`config.mk`:
```
export PLATFORM = sky130hd
export DESIGN_NAME = frame_tx_11011
export DESIGN_NICKNAME = d
export VERILOG_FILES = /design/src/rtl/frame_tx_11011.sv
export SDC_FILE = /design/constraint.sdc
export NUM_CORES = 1
export LEC_CHECK = 0
export BUFFER_PORTS_ARGS = -buffer_cell sky130_fd_sc_hd__buf_4
export CAP_MARGIN = 20
export CORE_MARGIN = 2
export CORE_UTILIZATION = 35
export CTS_CLUSTER_SIZE = 24
export DETAILED_ROUTE_END_ITERATION = 12
export MAX_ROUTING_LAYER = met4
export PLACE_DENSITY = 0.56
export SLEW_MARGIN = 20
export SYNTH_ARGS = -nofsm -noshare
export SYNTH_HDL_FRONTEND = slang
export SYNTH_SLANG_ARGS = --single-unit
export TNS_END_PERCENT = 1
```
`constraint.sdc`:
```
create_clock -name clk -period 3.2 [get_ports clk]
set_input_delay 0.16 -clock clk [delete_from_list [all_inputs] [get_ports clk]]
set_output_delay 0.16 -clock clk [all_outputs]
set_load 0.1 [all_outputs]
```
`src/rtl/frame_tx_11011.sv`:
```
// Serial frame transmitter: sync word, then an MSB-first payload byte with
// zero-stuffing so the sync pattern never reappears inside the payload.
module frame_tx_11011 #(
  parameter logic [4:0] SYNC = 5'b11011
) (
  input  logic       clk,
  input  logic       rst,
  input  logic       start,
  input  logic [7:0] din,
  output logic       signal,
  output logic       valid,
  output logic       busy,
  output logic       done
);

  typedef enum logic [2:0] {
    S_IDLE,
    S_SYNC,
    S_DATA,
    S_STUFF,
    S_DONE
  } state_t;

  state_t     r_state;
  state_t     w_next;
  logic [2:0] r_cnt;
  logic [2:0] w_cntNext;
  logic [7:0] r_data;
  logic [3:0] r_hist;
  logic       w_stuff;
  logic       w_bitNext;
  logic       w_accept;

  // r_hist holds the last four emitted bits including the one now on the line,
  // so its LSB is the serial output and the stuff decision needs no lookahead.
  assign w_stuff  = (r_hist == 4'b1101);
  assign w_accept = (r_state == S_IDLE) && start;
  assign signal   = valid & r_hist[0];

  always_ff @(posedge clk or negedge rst) begin
    if (!rst) begin
      r_state <= S_IDLE;
    end else begin
      r_state <= w_next;
    end
  end

  always_comb begin
    w_next    = r_state;
    w_cntNext = r_cnt;
    valid     = 1'b0;
    busy      = 1'b1;
    done      = 1'b0;
    case (r_state)
      S_IDLE: begin
        busy = 1'b0;
        if (start) begin
          w_next    = S_SYNC;
          w_cntNext = 3'd4;
        end
      end
      S_SYNC: begin
        valid = 1'b1;
        if (r_cnt == 3'd0) begin
          w_cntNext = 3'd7;
          w_next    = w_stuff ? S_STUFF : S_DATA;
        end else begin
          w_cntNext = r_cnt - 3'd1;
        end
      end
      S_DATA: begin
        valid = 1'b1;
        // The final payload bit is never followed by a stuff slot.
        if (r_cnt == 3'd0) begin
          w_next = S_DONE;
        end else begin
          w_cntNext = r_cnt - 3'd1;
          w_next    = w_stuff ? S_STUFF : S_DATA;
        end
      end
      S_STUFF: begin
        valid  = 1'b1;
        w_next = S_DATA;
      end
      S_DONE: begin
        done   = 1'b1;
        w_next = S_IDLE;
      end
      default: begin
        w_next = S_IDLE;
      end
    endcase
  end

  always_comb begin
    w_bitNext = 1'b0;
    case (w_next)
      S_SYNC:  w_bitNext = SYNC[w_cntNext];
      S_DATA:  w_bitNext = r_data[w_cntNext];
      default: w_bitNext = 1'b0;
    endcase
  end

  // Payload is captured only on acceptance; history restarts empty each frame.
  always_ff @(posedge clk or negedge rst) begin
    if (!rst) begin
      r_cnt  <= 3'd0;
      r_data <= 8'd0;
      r_hist <= 4'd0;
    end else begin
      r_cnt <= w_cntNext;
      if (w_accept) begin
        r_data <= din;
        r_hist <= {3'b000, w_bitNext};
      end else if ((w_next == S_SYNC) || (w_next == S_DATA) || (w_next == S_STUFF)) begin
        r_hist <= {r_hist[2:0], w_bitNext};
      end
    end
  end

endmodule
```
# ---- Word level (Yosys, flattened, before mapping)
# Memory sizes are Yosys's and may differ from the RTL's.
# Index checks and enable logic that the tools add are counted.
dict set report op_classes {
  n_reduce_logical 7
  add_sub_neg 1
  n_lt_le_gt_ge 1
  n_eq_ne 8
  n_bitwise 1
  muxes 18
}
# op n
set ops {}
lappend ops {{two-way mux 3 bit} 6}
lappend ops {{== test 3 x 2 -> 1 bit (second input constant)} 4}
lappend ops {{case mux 3 bit (4 select lines)} 1}
lappend ops {{case mux 3 bit (3 select lines)} 1}
lappend ops {{two-way mux 4 bit} 2}
lappend ops {{== test 3 x 1 -> 1 bit (second input constant)} 2}
lappend ops {{logical NOT 3 bit} 2}
lappend ops {{two-way mux 1 bit} 6}
lappend ops {{== test 4 bit (second input constant)} 1}
lappend ops {{less-than comparator 3 x 4 -> 1 bit (second input constant)} 1}
lappend ops {{binary-select mux 1 bit (select 3 bit)} 1}
lappend ops {{== test 3 bit (second input constant)} 1}
lappend ops {{OR reduction 3 bit} 1}
lappend ops {{subtractor 3 x 1 -> 3 bit (second input constant)} 1}
lappend ops {{logical OR 1 bit} 2}
lappend ops {{case mux 1 bit (2 select lines)} 1}
lappend ops {{nonzero test 2 bit} 1}
lappend ops {{AND 1 bit} 1}
lappend ops {{logical AND 1 bit} 1}
dict set report word_totals {
  regBits 18
  n_memories 1
  word_cells 41
  romBits 8
  output_inout_bits 4
}
# name depth width read_ports rd_clocked_by_memory_dff write_ports line_no
set mem_list {}
lappend mem_list {{(name not given)} 8 1 1 0 0 98} ;# S_SYNC: w_bitNext = SYNC[w_cntNext];

# ---- Logic depth before layout (Yosys ltp)
dict set report depth {
  ltp_word 9
  ltp_mapped 11
  depth_no_buf 11
}

# ---- Worst setup path before layout
# OpenSTA, ideal clock, no wires.
dict set report synth_timing {
  path_kind {reg-to-output}
  startpoint {reg r_state[2]}
  endpoint {out signal}
  arrival_ps 2822
  setup_slack_ps 218
  stages_incl_launch_ff 4
  required_time_ps 3040
  n_path_buf 1
  cell_sequence {dfrtp_1 clkbuf_1 nor2_1 and2_1}
}
dict set report synth_via {
  elab_chain_cells 4
}
# item line_no
set synth_lines {}
lappend synth_lines {{from (decl)} 24} ;# state_t r_state;
lappend synth_lines {{from (signal assigned)} 44} ;# r_state <= w_next;
lappend synth_lines {{== test 3 x 2 -> 1 bit / == test 3 x 1 -> 1 bit (equally long branches)} 54} ;# case (r_state)
lappend synth_lines {{OR reduction 3 bit (no source line) *} --}
lappend synth_lines {{two-way mux 1 bit *} 54}
lappend synth_lines {{via valid} 11} ;# output logic valid,
lappend synth_lines {{AND 1 bit *} 38} ;# assign signal = valid & r_hist[0];
lappend synth_lines {{to (decl)} 10} ;# output logic signal,
# Mark *: on every way through the listed nets, which the timed path passes. The rest lies on a longest branch.

# ---- Worst setup path in the final report
dict set report layout_timing {
  startpoint {reg r_cnt[0]}
  endpoint {reg r_hist[0]}
}
dict set report layout_via {
  elab_chain_cells 8
}
# item line_no
set layout_lines {}
lappend layout_lines {{from (decl)} 26} ;# logic [2:0] r_cnt;
lappend layout_lines {{from (signal assigned)} 111} ;# r_cnt <= w_cntNext;
lappend layout_lines {{subtractor 3 x 1 -> 3 bit / logical NOT 3 bit (equally long branches)} --}
lappend layout_lines {{two-way mux 3 bit (on tied branches)} {74, 64}}
lappend layout_lines {{case mux 3 bit (3 select lines)} 54}
lappend layout_lines {{memory (8 x 1 bit) / binary-select mux 1 bit (select 3 bit) (equally long branches)} --}
lappend layout_lines {{two-way mux 1 bit (on tied branches)} {98, 99}}
lappend layout_lines {{case mux 1 bit (2 select lines)} 97} ;# case (w_next)
lappend layout_lines {{two-way mux 4 bit} 115} ;# end else if ((w_next == S_SYNC) || (w_next == S_DATA) || (w_next == S_STUFF)) begin
lappend layout_lines {{two-way mux 4 bit} 112} ;# if (w_accept) begin
lappend layout_lines {{to (signal assigned)} 114} ;# r_hist <= {3'b000, w_bitNext};
lappend layout_lines {{to (signal assigned)} 116} ;# r_hist <= {r_hist[2:0], w_bitNext};
lappend layout_lines {{to (decl)} 29} ;# logic [3:0] r_hist;
# Parallel ways exist; a longest one is shown, timed or not. The select of a mux whose other input is x is not followed.
# A chain may end at the register's enable or synchronous reset.

==> impl_metrics.py <==
metrics = {
    "global_route": {
        "grt_overflow": 0,
        "antenna_found_initial": 0,
        "grt_pass1_wl_um": 3420,
        "grt_max_degree": 19,
        "grt_pass1_vias": 753,
        "grtUsageTotal_pct": 13.4,
    },
    "synth": {
        "synth_top_family_by_area": "simple AND/OR/NAND/NOR gates",
        "async_reset_ff_share_pct": 100,
        "syn-mean-instance-area_um2": 9.92,
        "yosysSeqAreaShare_pct": 42.9,
        "synth_edf_count": 0,
        "synth_compound_area_share_pct": 15.7,
        "synth_fa_ha_area_share_pct": 3.57,
        "ys_warn_count": 0,
        "synthMuxAreaShare_pct": 13.6,
        "synth_nets": 120,
        "synth_area_um2": 1050,
        "synth_cells": 106,
        "yosys.area_share.xor_xnor_pct": 0,
        "synth_ff_type": "dfrtp_1",
        "synthSimpleGateAreaFrac_pct": 19.9,
        "ys_ff_latch": 18,
        "ys_types": 39,
    },
    "outcome": {
        "violations": "DRC",
        "status": "complete, but fails checks",
    },
    "route": {
        "wl_per_cell_um": 13.6,
        "wl_um": 2060,
        "postRouteAntennaNets": 0,
        "drc": 2,
        "via_count": 827,
        "first_iter_violations": 27,
        "vias_per_cell": 5.48,
        "firstDrtPassIters": 8,
    },
    "sta": {
        "finalHoldViolCount": 0,
        "period_share_pct": 81.3,
        "post-route-min-period_ns": 2.60,
        "rsz0062_at_grt": "no",
        "worstMarginPinSlew_ns": 0.463,
        "drv_slew": 0,
        "fin_skew_ns": 0.000991,
        "setup_tns_ns": 0,
        "setup_violations": 0,
        "setup_slack_ns": 0.597,
        "max_freq_mhz": 384,
        "slew_headroom_pct": 69.2,
    },
    "setup_path": {
        "crit_type": "reg -> reg",
        "path_max_fanout": 6,
        "reg2reg_to": "r_hist[0]",
        "crit_start": "r_cnt[0]",
        "worstPathArrival_ns": 2.78,
        "endpoint": "r_hist[0]",
        "worstPathRequired_ns": 3.38,
        "reg2reg_from": "r_cnt[0]",
        "r2r_setup_slack_ns": 0.60,
        "r2r_cells": 10,
        "end_kind": "register",
        "cp-start-kind": "register",
    },
    "worst_hold_path": {
        "hp-class": "in -> reg",
        "whs_path_depth": 2,
    },
    "placement": {
        "gp_congestion": 0.752,
        "hpwl_um": 1560,
        "place_ws_ns": 0.613,
        "portBuffers": 14,
        "dpl_cell_area_um2": 1180,
    },
    "clock_network": {
        "clockRootBuffer": "clkbuf_4",
        "cts_sinks": 18,
        "cts-resized-gates": 0,
        "clkLatencyLatePin_ns": 0.28,
        "cts_buffer_depth": 2,
        "clk_pin_slew_ns": 0.10,
        "cts_tree": "built",
        "htreeDepth": 1,
        "numCtsBuffers": 3,
    },
    "finish": {
        "syn_to_final_growth_pct": 15.2,
        "drive_above_1_share_pct": 25.8,
        "diodes": 0,
        "fin_area_um2": 1210,
        "fin_nets": 136,
    },
    "floorplan": {
        "die_area_um2": 3460,
        "fp.dieW_um": 58.8,
        "initial_core_util_pct": 37.5,
        "core_area_um2": 2810,
        "fp-row-count": 19,
        "ios": 15,
        "die_h_um": 58.8,
    },
    "job": {
        "maxCapViolCount": 0,
    },
}
cells in the final DEF (no fill, tap or decap), drive strengths merged, types with 2 or more instances in the layout:
cell and n:
dfrtp 18, buf 15, nor2 13, mux2 8, inv 6, nor3 4
and2 4, a21oi 4, nand2b 3, a21o 3, o21ai 3, mux2i 3
ha 3, clkbuf 3, nand2 2, or3 2, a211o 2, o22ai 2
nand3 2, and3 2, nor2b 2
cell type report:
| cell class | count | area [um^2] |
|---|---|---|
| fill | 286 | 1590 |
| inverter | 6 | 22.5 |
| tap | 31 | 38.8 |
| timing repair buffer | 16 | 123 |
| multi-input combinational | 77 | 554 |
| clock buffer | 3 | 22.5 |
| sequential | 18 | 450 |
how the worst min path moves through the flow:
stage                     startpoint         to
after global placement           rst  r_data[6]
after CTS                     din[0]  r_data[0]
final                         din[0]  r_data[0]
after floorplan                  rst   r_cnt[0]
after global routing          din[0]  r_data[0]
after detailed placement         rst  r_hist[2]
layer usage:
layer / part of all wire, % / GRT usage, %
met1: 50 / 18.9
met5: 0 / -
met3: 3.2 / 1.32
met4: 0.63 / 4.87
met2: 46 / 20.2
cell families after synthesis:
kind of cell,Yosys count
compound gates,23
fa+ha+maj,3
buf+inv,11
flops,18
mux,12
simple gates,39
flip-flops by register name, summed over array words and instances, names as in the netlist:
signal	count
r_data	8
r_hist	4
r_cnt	3
r_state	3
cell usage after synthesis (3+ instances only):
cell type,count,area (um^2)
dfrtp_1,18,450
nor2_1,13,48.8
mux2_2,8,90.1
inv_1,5,18.8
and2_1,4,25.0
buf_2,4,20.0
nor3_1,4,20.0
a21o_1,3,22.5
a21oi_1,3,15.0
ha_1,3,37.5
mux2i_1,3,30.0
nand2b_1,3,18.8
o21ai_0,3,15.0
repair_timing:
item	4_1_cts	5_1_grt
buffers inserted	0	0
endpoints found under the hold margin	18	0
hold buffers	1	0
worst max-delay path, stage by stage, from the launching register on:
cell	delay (ns)
dfrtp_1	0.42
inv_1	0.09
ha_1	0.17
nor2b_2	0.22
inv_2	0.09
ha_1	0.17
or3b_1	0.39
a21oi_2	0.16
nor2_1	0.10
mux4_2	0.42
a211o_1	0.26
stage by stage:
step,instances,hold WS (ns),util (%)
floorplan,106,-0.136,-
global placement,147,0.0382,42.0
detailed placement,147,0.0427,42.0
CTS,151,0.0925,43.2
global route,151,0.0892,43.2
finish,151,0.101,43.2
Power is left out: the tool's default activity adds up to more than one toggle a clock period on the data nets, which glitch-free logic cannot reach.
